===== config.mk =====
export PLATFORM = sky130hd
export DESIGN_NAME = instr_encoder
export DESIGN_NICKNAME = d
export VERILOG_FILES = /design/src/rtl/instr_encoder.sv
export SDC_FILE = /design/constraint.sdc
export NUM_CORES = 1
export LEC_CHECK = 0
export CAP_MARGIN = 20
export CORE_ASPECT_RATIO = 1.2
export CORE_MARGIN = 2
export CORE_UTILIZATION = 65
export DETAILED_ROUTE_END_ITERATION = 10
export DONT_BUFFER_PORTS = 1
export HOLD_SLACK_MARGIN = 0.03
export PLACE_DENSITY_LB_ADDON = 0.1
export REMOVE_ABC_BUFFERS = 1
export SLEW_MARGIN = 5
export SYNTH_ARGS = -nofsm -noshare
export SYNTH_HDL_FRONTEND = slang
export SYNTH_SLANG_ARGS = --single-unit

===== constraint.sdc =====
create_clock -name clk -period 2.7 [get_ports clk]
set_input_delay 0.54 -clock clk [delete_from_list [all_inputs] [get_ports clk]]
set_output_delay 0.54 -clock clk [all_outputs]
set_load 0.01 [all_outputs]

===== src/rtl/instr_encoder.sv =====
// RV32I instruction encoder: packs class + fields into a 32-bit word, registered
// behind a valid/ready handshake and tagged with a sequential imem word address.
module instr_encoder #(
    parameter int                ADDR_W    = 8,
    parameter logic [ADDR_W-1:0] BASE_ADDR = '0
) (
    input  logic              clk,
    input  logic              reset_n,
    input  logic              in_valid,
    output logic              in_ready,
    input  logic [2:0]        in_cls,
    input  logic [2:0]        in_funct3,
    input  logic [6:0]        in_funct7,
    input  logic [4:0]        in_rd,
    input  logic [4:0]        in_rs1,
    input  logic [4:0]        in_rs2,
    input  logic [12:0]       in_imm,
    output logic              out_valid,
    input  logic              out_ready,
    output logic [31:0]       out_instr,
    output logic [ADDR_W-1:0] out_addr,
    output logic              err,
    output logic              wrapped
);

    localparam logic [6:0] OP_R     = 7'b0110011;
    localparam logic [6:0] OP_I     = 7'b0010011;
    localparam logic [6:0] OP_LOAD  = 7'b0000011;
    localparam logic [6:0] OP_STORE = 7'b0100011;
    localparam logic [6:0] OP_BEQ   = 7'b1100011;

    logic [31:0]       enc;
    logic              illegal;
    logic              accept;
    logic              legal_acc;
    logic [ADDR_W-1:0] next_addr;

    assign in_ready  = !out_valid || out_ready;
    assign accept    = in_valid && in_ready;
    assign legal_acc = accept && !illegal;

    // Misaligned branch offsets (imm[0]=1) cannot be encoded, so they are rejected.
    always_comb begin
        enc     = '0;
        illegal = 1'b0;
        case (in_cls)
            3'd0: enc = {in_funct7, in_rs2, in_rs1, in_funct3, in_rd, OP_R};
            3'd1: enc = {in_imm[11:0], in_rs1, in_funct3, in_rd, OP_I};
            3'd2: enc = {in_imm[11:0], in_rs1, in_funct3, in_rd, OP_LOAD};
            3'd3: enc = {in_imm[11:5], in_rs2, in_rs1, in_funct3, in_imm[4:0], OP_STORE};
            3'd4: begin
                enc     = {in_imm[12], in_imm[10:5], in_rs2, in_rs1, in_funct3,
                           in_imm[4:1], in_imm[11], OP_BEQ};
                illegal = in_imm[0];
            end
            default: illegal = 1'b1;
        endcase
    end

    always_ff @(posedge clk or negedge reset_n) begin
        if (!reset_n) begin
            out_valid <= 1'b0;
            out_instr <= '0;
            out_addr  <= BASE_ADDR;
            next_addr <= BASE_ADDR;
            err       <= 1'b0;
            wrapped   <= 1'b0;
        end else begin
            err <= accept && illegal;
            if (legal_acc) begin
                out_valid <= 1'b1;
                out_instr <= enc;
                out_addr  <= next_addr;
                next_addr <= next_addr + ADDR_W'(1);
                if (&next_addr)
                    wrapped <= 1'b1;
            end else if (out_valid && out_ready) begin
                out_valid <= 1'b0;
            end
        end
    end

endmodule


**Word level (Yosys, flattened, before mapping)**

Cells that the tools add are included.

- Bits in registers: 51

- Add/sub/neg operators: 1
- Eq/ne operators: 4
- Mux-type cells: 4
- Reduce and logical (&&, ||, !) cells: 11

Operators with widths:

| cell | number |
|---|---|
| $pmux W32 S5 | 1 |
| $reduce_and A9 Y1 | 1 |
| $add A8 B1 Y8 const B | 1 |
| $eq A3 B2 Y1 const B | 2 |
| $logic_and A1 B1 Y1 | 4 |
| $reduce_or A4 Y1 | 1 |
| $eq A3 B1 Y1 const B | 1 |
| $eq A3 B3 Y1 const B | 1 |
| $logic_not A3 Y1 | 1 |
| $logic_not A1 Y1 | 2 |
| $mux W1 | 2 |
| $pmux W1 S2 | 1 |
| $reduce_bool A2 Y1 | 1 |
| $logic_or A1 B1 Y1 | 1 |

**Depth between registers and ports, before layout**

- Depth after elaboration: 6
- Mapped depth: 7
- Gate-level depth less buffers: 4

**Least setup slack after synthesis**

Ideal clock, no wire load.

- Path kind: in2reg
- Start: input in_cls[1]
- End: register next_addr[1]
- Library setup time: 117 ps
- Arrival: 1575 ps
- Slack: 1008 ps
- Cell stages on the path: 7
- Buffers on the path: 3
- Path through: buf_2 o31ai_4 nand3_2 buf_6 clkbuf_1 nand2_1 nand2_1

- Word-level cells in the longest chain between the ends: 5
- Elaborated cells on any way between the ends: 9
- Classes of those cells: 4 x eq/ne; 1 x mux; 4 x reduce/logical

RTL lines:

| item | RTL line | source |
|---|---|---|
| start, declared | 11 | `input logic [2:0] in_cls,` |
| $eq A3 B2 Y1 (tied with other cells) | 46 | `case (in_cls)` |
| $reduce_or A4 Y1 (no source line) | - |  |
| $pmux W1 S2 * | 46 |  |
| $logic_not A1 Y1 * | 40 | `assign legal_acc = accept && !illegal;` |
| $logic_and A1 B1 Y1 * | 40 |  |
| end signal, assigned | 74 | `next_addr <= next_addr + ADDR_W'(1);` |
| end, declared | 36 | `logic [ADDR_W-1:0] next_addr;` |

Every way passes the cells marked *; elsewhere a longest branch is shown, timed or not.
A chain may end at the register's enable or synchronous reset.

**Final worst setup path**

- Start: register out_valid
- End: register out_instr[11]

- Word-level cells in the longest chain between the ends: 4

RTL lines:

| item | RTL line | source |
|---|---|---|
| start, declared | 18 | `output logic out_valid,` |
| start signal, assigned | 62 | `out_valid <= 1'b0;` |
| start signal, assigned | 71 | `out_valid <= 1'b1;` |
| start signal, assigned | 78 | `out_valid <= 1'b0;` |
| $logic_not A1 Y1 | 38 | `assign in_ready = !out_valid \|\| out_ready;` |
| $logic_or A1 B1 Y1 | 38 |  |
| named net in_ready | 10 | `output logic in_ready,` |
| $logic_and A1 B1 Y1 | 39 | `assign accept = in_valid && in_ready;` |
| $logic_and A1 B1 Y1 | 40 |  |
| end signal, assigned | 72 | `out_instr <= enc;` |
| end, declared | 20 | `output logic [31:0] out_instr,` |

The timed path passes the listed nets, and every way through them passes these cells.

==> flow_summary.toml <==
[worst_hold_path]
min-delay-path-class = "input port to async pin"

[clock_tree]
cts_sinks = 48
worst_setup_hold_path_clk_slew_ns = 0.08
tritoncts = "yes"
htree_levels = 2
worstSkewPairLatency_ns = 0.29
hold_buffers = 1
cts-root-to-sink-buffers = 2
cts-root-buf = "sky130_fd_sc_hd__clkbuf_8"
tritoncts.num_buffers = 5
buffers_inserted_by_post_cts_timing_repair = 0
ctsResizeCount = 0

[synthesis]
synth_cell_types = 39
ys_warn_count = 0
synth_top_flop_cell = "sky130_fd_sc_hd__dfrtp_1"
ys_seq_area_share_pct = 52.8
syn_inst = 236
syn_area_sq_um = 2280
synth-edff-count = 0
average_instance_area_after_synthesis_sq_um = 9.64
async_reset_ff_share_pct = 100
synth_seq_cells = 48

[sta]
finalMaxSlewViolations = 0
share_of_the_cycle_needed_by_the_critical_path_after_routing_pct = 57.4
timing.setup.tns_ns = 0
fin_worst_skew_ns = 0.00859
rsz_0062_raised_after_global_routing = "false"
report.final.hold_viol_count = 0
slew-limit-headroom_pct = 46.3
tightestPinTransition_ns = 0.802
hold_ws_ns = 0.0815
max_clock_freq_ghz = 0.645
count_of_final_setup_violators = 0
layout_min_cycle_time_ns = 1.55

[pwr]
internal_power_w = 0.00116
comb_power_share_pct = 14.6
swShare_pct = 31.5
power.share.clock_pct = 23.7
power.sequential.fraction_pct = 61.7
ir_drop_mv = 0.543
switching_power_w = 0.000532
cellLeakagePower_nw = 1.10
total_power_density_per_cell_area_nw_per_um2 = 715

[place]
gp_routability_congestion = 0.796
detailed_place_hpwl_mm = 3.16
placedCellCount = 259
buffer_ports.inserted = 0

[final_layout]
final_cell_mix = "sky130_fd_sc_hd__nand2_1 (75), sky130_fd_sc_hd__dfrtp_1 (48), sky130_fd_sc_hd__o21ai_0 (15)"
multi_input_comb_area_sq_um = 950
flip_flop_and_latch_area_sq_um = 1200
antennaDiodeCount = 0
nNetsFinal = 276
layout-drive-gt1-share_pct = 9.09
finish.cell_count_without_fillers = 268
area_growth_syn_to_layout_pct = 3.90
final_common_cell = "sky130_fd_sc_hd__nand2_1"
fillCellCount = 275

[detailed_routing]
wire_per_inst_microns = 15.7
viasPerCell = 5.83
vias = 1562
route.antenna.remaining_nets = 0
drt_pre_antenna_iters = 4
detail_route.wirelength_mm = 4.20
post-route-drc-count = 0
first_iter_violations = 65

[floorplan]
initial_core_utilization_pct = 68.2
placementRows = 23
boundaryPins = 89
floorplan.die.height_microns = 68.8
core_region_area_sq_um = 3340
full_die_area_sq_um = 3990
die_w_microns = 58.0

[setup_path]
criticalPathCategory = "register to register"
cp.arrival_ns = 1.75
worst_setup_path_start_kind = "register"
crit_path_end_kind = "register"
timing.reg2reg.setup_slack_ns = 1.15
worstPathRequired_ns = 2.90
critical_path.max_fanout = 26

[run]
maxCapViolCount = 0

[global_route]
globalRoute.totalOverflow = 0
grt_first_pass_wirelength_mm = 7.02
grt_start_max_net_pins = 49
antenna_found_initial = 0
grt_usage_pct = 23.0
grt_pass1_vias = 1569

[run_status]
outcome = "finished, final reports clean"
[through the flow]
stage          setup WS, ns  area, sq um  util [%]  total power, W
3_5_place_dp          0.947         2250      67.4         0.00129
2_1_floorplan         0.698         2170         -         0.00121
3_3_place_gp           1.03         2250      67.4         0.00127
4_1_cts                1.12         2360      70.8         0.00172
6_report               1.15         2360      70.8         0.00169
5_1_grt               0.927         2360      70.8         0.00181
[kinds of logic (layout without fill, tap and decap cells)]
group                      Yosys count  count (layout)  share of synthesized area, %
muxes                               10              10                          4.56
adders and majority gates            1               1                         0.550
DFF                                 48              48                          52.8
xor gates and xnor gates             8               8                          3.08
other                                1               2                         0.165
and+or+nand+nor                     99              99                          19.4
buffers and inverters               25              19                          5.66
AOI/OAI and AO/OA                   44              44                          13.8
[metal layers]
| layer | track usage [%] | vias up | share of wire [%] |
|---|---|---|---|
| met2 | 41.3 | 53 | 54 |
| met5 | 0 | - | 0 |
| met4 | 7.85 | 0 | 1.3 |
| li1 | - | 780 | - |
| met1 | 26.4 | 725 | 37 |
| met3 | 6.53 | 4 | 7.6 |
[cell type report]
type | count | share of cell area [%]
Clock buffer | 5 | 2.91
Clock inverter | 3 | 0.794
Inverter | 6 | 0.952
Multi-Input combinational cell | 164 | 40.2
Sequential cell | 48 | 50.8
Tap cell | 37 | 1.96
Timing Repair Buffer | 5 | 2.43
[state kept, by name, indices dropped and copies added (netlist names)]
| name | flops |
|---|---|
| out_instr | 29 |
| next_addr | 8 |
| out_addr | 8 |
| err | 1 |
| out_valid | 1 |
| wrapped | 1 |
[path summary, 6_finish.rpt]
path / cells past startpoint / from / to
worst max-delay path: 4 / out_valid / out_instr[11]
max in group asynchronous: 1 / reset_n / out_instr[7]
worst max register to register: 4 / out_valid / out_instr[11]
min in group clk: 2 / in_rs1[0] / out_instr[15]
worst min register to register: 1 / next_addr[7] / next_addr[7]
worst min-delay path: 1 / reset_n / out_instr[1]
[critical path, stage by stage, from the launching register on]
cell and delay [ns]:
sky130_fd_sc_hd__dfrtp_1 0.42, sky130_fd_sc_hd__nand2b_1 0.26, sky130_fd_sc_hd__nand3_2 0.28, sky130_fd_sc_hd__buf_4 0.29, sky130_fd_sc_hd__o21ai_0 0.21
[cell usage after synthesis, types with 4 or more instances]
| cell type | instances | area [sq um] |
|---|---|---|
| sky130_fd_sc_hd__buf_2 | 7 | 35.0 |
| sky130_fd_sc_hd__a32o_1 | 4 | 40.0 |
| sky130_fd_sc_hd__o21ai_0 | 15 | 75.1 |
| sky130_fd_sc_hd__mux2i_1 | 7 | 70.1 |
| sky130_fd_sc_hd__buf_4 | 5 | 37.5 |
| sky130_fd_sc_hd__o21a_1 | 4 | 30.0 |
| sky130_fd_sc_hd__inv_1 | 6 | 22.5 |
| sky130_fd_sc_hd__dfrtp_1 | 48 | 1200 |
| sky130_fd_sc_hd__a211oi_1 | 5 | 37.5 |
| sky130_fd_sc_hd__nor3b_1 | 4 | 30.0 |
| sky130_fd_sc_hd__clkbuf_1 | 5 | 18.8 |
| sky130_fd_sc_hd__nand2_1 | 75 | 282 |
| sky130_fd_sc_hd__xnor2_1 | 5 | 43.8 |
| sky130_fd_sc_hd__a311oi_1 | 5 | 43.8 |
[power by group through the flow]
stage / Sequential (W) / Combinational [W] / Clock [W]
3_3_place_gp: 0.00105 / 0.000222 / 0
6_report: 0.00104 / 0.000247 / 0.000402
4_1_cts: 0.00105 / 0.000252 / 0.000417
3_5_place_dp: 0.00106 / 0.000232 / 0
2_1_floorplan: 0.00102 / 0.000190 / 0
5_1_grt: 0.00107 / 0.000295 / 0.000447
(Power assumes the default switching activity.)
